<file path="src/rtl/rr_mux_arbiter_8x16.sv">
// ---------------------------------------------------------------------------
// rr_mux_arbiter_8x16
//
// Round-robin arbiter and sequencer in front of one shared 8-way selection
// datapath. One requester at a time owns the datapath for at most BURST_LEN
// consecutive cycles. While it owns it, its word is registered onto O with a
// valid flag. On release the arbiter re-decides in the same edge, so there is
// no idle bubble between consecutive owners.
//
// Parameters
//   WIDTH      data width of each source word and of O
//   BURST_LEN  maximum consecutive grant cycles per owner (1..15)
//
// Ports
//   clk      in   rising-edge system clock
//   reset    in   asynchronous, active-high reset
//   req      in   [7:0] request lines; req[i] belongs to source I(i+1)
//   I1..I8   in   [WIDTH-1:0] source words (I1 is index 0)
//   grant    out  [7:0] one-hot grant, registered; zero when idle
//   sel      out  [2:0] binary index of the granted source; zero when idle
//   busy     out  high while a source owns the datapath
//   O        out  [WIDTH-1:0] registered output word
//   valid    out  high when O holds a word captured from a granted source
// ---------------------------------------------------------------------------
module rr_mux_arbiter_8x16 #(
    parameter int WIDTH     = 16,
    parameter int BURST_LEN = 4
) (
    input  logic             clk,
    input  logic             reset,
    input  logic [7:0]       req,
    input  logic [WIDTH-1:0] I1,
    input  logic [WIDTH-1:0] I2,
    input  logic [WIDTH-1:0] I3,
    input  logic [WIDTH-1:0] I4,
    input  logic [WIDTH-1:0] I5,
    input  logic [WIDTH-1:0] I6,
    input  logic [WIDTH-1:0] I7,
    input  logic [WIDTH-1:0] I8,
    output logic [7:0]       grant,
    output logic [2:0]       sel,
    output logic             busy,
    output logic [WIDTH-1:0] O,
    output logic             valid
);

    localparam logic [0:0] ST_IDLE  = 1'b0;
    localparam logic [0:0] ST_GRANT = 1'b1;

    // Terminal value of the burst counter: the owner is released on the
    // edge where the counter already shows its last allowed cycle.
    localparam logic [3:0] CNT_LAST = 4'(BURST_LEN - 1);

    // Round-robin pick. Returns {found, index}: the first requesting index
    // when scanning start, start+1, ... start+7 (the 3-bit add wraps mod 8).
    function automatic logic [3:0] rr_pick(input logic [2:0] start,
                                           input logic [7:0] r);
        logic [3:0] res;
        logic [2:0] idx;
        res = 4'b0000;
        for (int k = 0; k < 8; k++) begin
            idx = start + 3'(k);
            if (!res[3] && r[idx]) begin
                res = {1'b1, idx};
            end else begin
                res = res;
            end
        end
        return res;
    endfunction

    // Binary index to one-hot grant vector.
    function automatic logic [7:0] onehot8(input logic [2:0] idx);
        return 8'b0000_0001 << idx;
    endfunction

    logic [0:0]       state_q, state_d;
    logic [2:0]       ptr_q,   ptr_d;
    logic [3:0]       cnt_q,   cnt_d;
    logic [7:0]       grant_q, grant_d;
    logic [2:0]       sel_q,   sel_d;
    logic             busy_q,  busy_d;
    logic [WIDTH-1:0] o_q,     o_d;
    logic             valid_q, valid_d;

    logic [WIDTH-1:0] mux_s;
    logic             release_s;
    logic [2:0]       ptr_rel_s;
    logic [3:0]       pick_idle_s;
    logic [3:0]       pick_rel_s;

    // Shared 8-way datapath: word of the currently granted source.
    always_comb begin
        mux_s = {WIDTH{1'b0}};
        case (sel_q)
            3'd0:    mux_s = I1;
            3'd1:    mux_s = I2;
            3'd2:    mux_s = I3;
            3'd3:    mux_s = I4;
            3'd4:    mux_s = I5;
            3'd5:    mux_s = I6;
            3'd6:    mux_s = I7;
            3'd7:    mux_s = I8;
            default: mux_s = {WIDTH{1'b0}};
        endcase
    end

    // Arbitration terms. On release the pointer moves past the current
    // owner, so the owner itself is still eligible but at lowest priority.
    always_comb begin
        release_s   = (req[sel_q] == 1'b0) || (cnt_q == CNT_LAST);
        ptr_rel_s   = sel_q + 3'd1;
        pick_idle_s = rr_pick(ptr_q, req);
        pick_rel_s  = rr_pick(ptr_rel_s, req);
    end

    // Next-state logic for the IDLE/GRANT sequencer and its datapath.
    always_comb begin
        state_d = state_q;
        ptr_d   = ptr_q;
        cnt_d   = cnt_q;
        grant_d = grant_q;
        sel_d   = sel_q;
        busy_d  = busy_q;
        o_d     = o_q;
        valid_d = 1'b0;
        case (state_q)
            ST_IDLE: begin
                if (pick_idle_s[3]) begin
                    grant_d = onehot8(pick_idle_s[2:0]);
                    sel_d   = pick_idle_s[2:0];
                    cnt_d   = 4'd0;
                    busy_d  = 1'b1;
                    state_d = ST_GRANT;
                end else begin
                    state_d = ST_IDLE;
                end
            end
            ST_GRANT: begin
                // Capture happens on every owned edge, including the one on
                // which the owner drops its request.
                o_d     = mux_s;
                valid_d = 1'b1;
                if (release_s) begin
                    ptr_d = ptr_rel_s;
                    if (pick_rel_s[3]) begin
                        grant_d = onehot8(pick_rel_s[2:0]);
                        sel_d   = pick_rel_s[2:0];
                        cnt_d   = 4'd0;
                        state_d = ST_GRANT;
                    end else begin
                        grant_d = 8'h00;
                        sel_d   = 3'd0;
                        busy_d  = 1'b0;
                        state_d = ST_IDLE;
                    end
                end else begin
                    cnt_d = cnt_q + 4'd1;
                end
            end
            default: begin
                state_d = ST_IDLE;
                grant_d = 8'h00;
                sel_d   = 3'd0;
                busy_d  = 1'b0;
                cnt_d   = 4'd0;
            end
        endcase
    end

    // State and output registers with asynchronous reset.
    always_ff @(posedge clk or posedge reset) begin
        if (reset) begin
            state_q <= ST_IDLE;
            ptr_q   <= 3'd0;
            cnt_q   <= 4'd0;
            grant_q <= 8'h00;
            sel_q   <= 3'd0;
            busy_q  <= 1'b0;
            o_q     <= {WIDTH{1'b0}};
            valid_q <= 1'b0;
        end else begin
            state_q <= state_d;
            ptr_q   <= ptr_d;
            cnt_q   <= cnt_d;
            grant_q <= grant_d;
            sel_q   <= sel_d;
            busy_q  <= busy_d;
            o_q     <= o_d;
            valid_q <= valid_d;
        end
    end

    assign grant = grant_q;
    assign sel   = sel_q;
    assign busy  = busy_q;
    assign O     = o_q;
    assign valid = valid_q;

endmodule

</file>
<file path="config.mk">
export PLATFORM = sky130hd
export DESIGN_NAME = rr_mux_arbiter_8x16
export DESIGN_NICKNAME = d
export VERILOG_FILES = /design/src/rtl/rr_mux_arbiter_8x16.sv
export SDC_FILE = /design/constraint.sdc
export NUM_CORES = 1
export LEC_CHECK = 0
export BUFFER_PORTS_ARGS = -buffer_cell sky130_fd_sc_hd__buf_2
export CORE_MARGIN = 5
export CORE_UTILIZATION = 31
export DETAILED_ROUTE_END_ITERATION = 8
export PLACE_DENSITY = 0.59
export SETUP_SLACK_MARGIN = 0.3
export SLEW_MARGIN = 20
export SYNTH_ARGS = -nofsm -noshare
export SYNTH_HDL_FRONTEND = slang
export SYNTH_SLANG_ARGS = --single-unit
</file>
<file path="constraint.sdc">
create_clock -name clk -period 4.8 [get_ports clk]
set_clock_uncertainty 0.2 [all_clocks]
set_input_delay 0.72 -clock clk [delete_from_list [all_inputs] [get_ports clk]]
set_output_delay 0.72 -clock clk [all_outputs]
set_load 0.05 [all_outputs]
</file>
==> out/metrics.cfg <==
[outcome]
status=complete, no violations

[sta]
fin_crit_sh=0.8412
setup_slack_ps=762.2
min_period_ps=4038
max_freq_mhz=247.7
finalMaxSlewViolations=0
slew_headroom=0.2534
rsz0062_at_grt=no
finalSetupViolations=0
worst_pin_slew_ps=1116
finalHoldViolCount=0
fin_tns_setup_ps=0

[power]
peakVddDrop_mv=0.3771
power.leakage_uw=0.002461
power-per-cell-area_mw_per_mm2=902.3

[floorplan]
dieWidth_um=130.7
chipHeight_um=130.7
rows=44
start_util=0.3133
core-area_mm2=0.01442
die_area_mm2=0.01709
ios=167

[finish]
layout_commonest_cell=buf_2
num_antenna_cells=0
syn_to_final_growth_pct=24.11
drive_above_1_share=0.3884
layout_common_cells=buf_2 (166), nand2_1 (52), dfrtp_1 (37), a21oi_1 (35), nor2_1 (35)
n_fill_cell=1452
nNetsFinal=783
final_cell_area_mm2=0.005609

[placed_design]
port_buffers=166
place.gp.congestion=0.9723
pre_cts_slack_ps=666.8
dp_hpwl_mm=13.63
dpl_cell_area_mm2=0.005425

[clocking]
cts_tree=done
clk-insertion-delay-late_ps=280
clock-root-buffer=clkbuf_16
clock_path_buffers=2
cts.sinks=37
cts_buffers=5
post-cts-setup-buffers=0
clkSlewWorstSetupHoldPaths_ps=60
cts_resized=0
cts_max_level=2
hold_buffers=0

[yosys]
avgSynthCellArea_um2=9.112
ys_seq_area_frac=0.2049
synthesis.area_mm2=0.004519
synth-seq-cells=37
synth.net_count=644
synth_edf_count=0
yosys_warnings=0
synth-main-ff-cell=dfrtp_1
synth_cells=496
synth_cell_types=83
async_reset_ff_frac=1.000

[worst_setup_path]
r2r_cells=10
critPathKind=flop to flop
cp_max_fo=13
cp_data_required_time_ps=4730
timing.reg2reg.setup_slack_ps=760
startpoint_type=flop
cp-end-kind=flop
arrival_ps=3970

[global_routing]
grt_first_pass_wirelength_mm=25.91
grt_usage=0.1923
grt-ovfl-total=0
antenna_found_initial=0
grt_pass1_vias=4682
grt_max_degree=38

[routing]
viasPerCell=6.048
num_vias=4959
antenna_left=0
first_pass_iters=6
routed_wl_mm=17.62
dr.first_iter.drc_count=428
detail_route.wl_per_cell_um=21.49
drc=0

[run]
cap_violations=0

[worst_hold_path]
hold_class=flop to flop
min_path_cells=2

[kinds of logic after synthesis]
logic type / share of synthesized area
compound gates: 0.2973
xor+xnor: 0.01135
fa+ha+maj: 0.02990
buf+inv: 0.06893
flops: 0.2049
mux: 0.2403
simple gates: 0.1473
[per-stage QoR]
stage | utilization | std cells | power (uW) | hold WS, ps
floorplan | - | 496 | 3724 | 252.4
global placement | 0.3760 | 812 | 4595 | 270.7
detailed placement | 0.3761 | 812 | 4625 | 273.8
CTS | 0.3884 | 820 | 5026 | 289.3
global route | 0.3889 | 820 | 5409 | 316.9
finish | 0.3889 | 820 | 5061 | 287.3
[routing by layer]
metal	routed length, um	vias to the layer above	track usage
met1	6723	2378	0.2365
met5	0	-	0
li1	-	2252	-
met2	8922	299	0.3488
met3	1564	30	0.02317
met4	411	0	0.06231
[cells in the mapped netlist (all sizes together), types with 4 or more instances]
cell	n	share of area
nand2	52	0.043
clkbuf	24	0.020
o32ai	5	0.014
a22oi	12	0.020
dfrtp	37	0.20
mux4	24	0.12
o21a	4	0.0066
and3	5	0.0069
mux2	21	0.056
buf	22	0.034
a222oi	20	0.044
a32oi	8	0.020
nand2b	10	0.014
inv	15	0.012
nor3	9	0.011
and2	4	0.0055
ha	10	0.028
a21oi	36	0.041
a41oi	6	0.012
nor2	36	0.030
nand3	11	0.013
o21ai	17	0.020
o221ai	8	0.016
a221oi	9	0.017
a22o	8	0.016
mux2i	27	0.063
[worst max-delay path: stages, from the launching register on]
cell and delay (ps):
dfrtp_1 360, clkinv_1 210, ha_1 550, mux4_1 650
a21oi_1 330, a32oi_1 230, or3_4 580, o21ai_4 330
nor2_1 160, nand3b_1 150, o221ai_1 130
[sequential cells by signal (all words and copies together), names as in the netlist]
name / cells
valid: 1
state_q: 1
busy: 1
cnt_q: 4
grant: 8
ptr_q: 3
O: 16
sel: 3
[power breakdown]
group          total, uW  internal [uW]  switching (uW)  leakage, uW
combinational       4110           1590            2520      0.00192
clock                389            259             130    0.0000831
sequential           564            452             112     0.000455
total               5060           2300            2760      0.00246
[area by class of cell]
cell class | count | area, um2 | area share
Clock buffer | 6 | 138.9 | 0.02476
Sequential cell | 37 | 925.9 | 0.1651
Clock inverter | 2 | 37.54 | 0.006692
Multi-Input combinational cell | 396 | 3292 | 0.5869
Timing Repair Buffer | 178 | 920.9 | 0.1642
Tap cell | 184 | 230.2 | 0.04104
Inverter | 17 | 63.81 | 0.01138
[final timing paths]
| path | start | endpoint |
|---|---|---|
| max | ptr_q[1] | grant[4] |
| min | grant[1] | grant[1] |
| max reg2reg | ptr_q[1] | grant[4] |
| min reg2reg | grant[1] | grant[1] |
| max in group asynchronous | reset | O[10] |
| min in group asynchronous | reset | grant[1] |
Power figures use the tool's default switching activity.
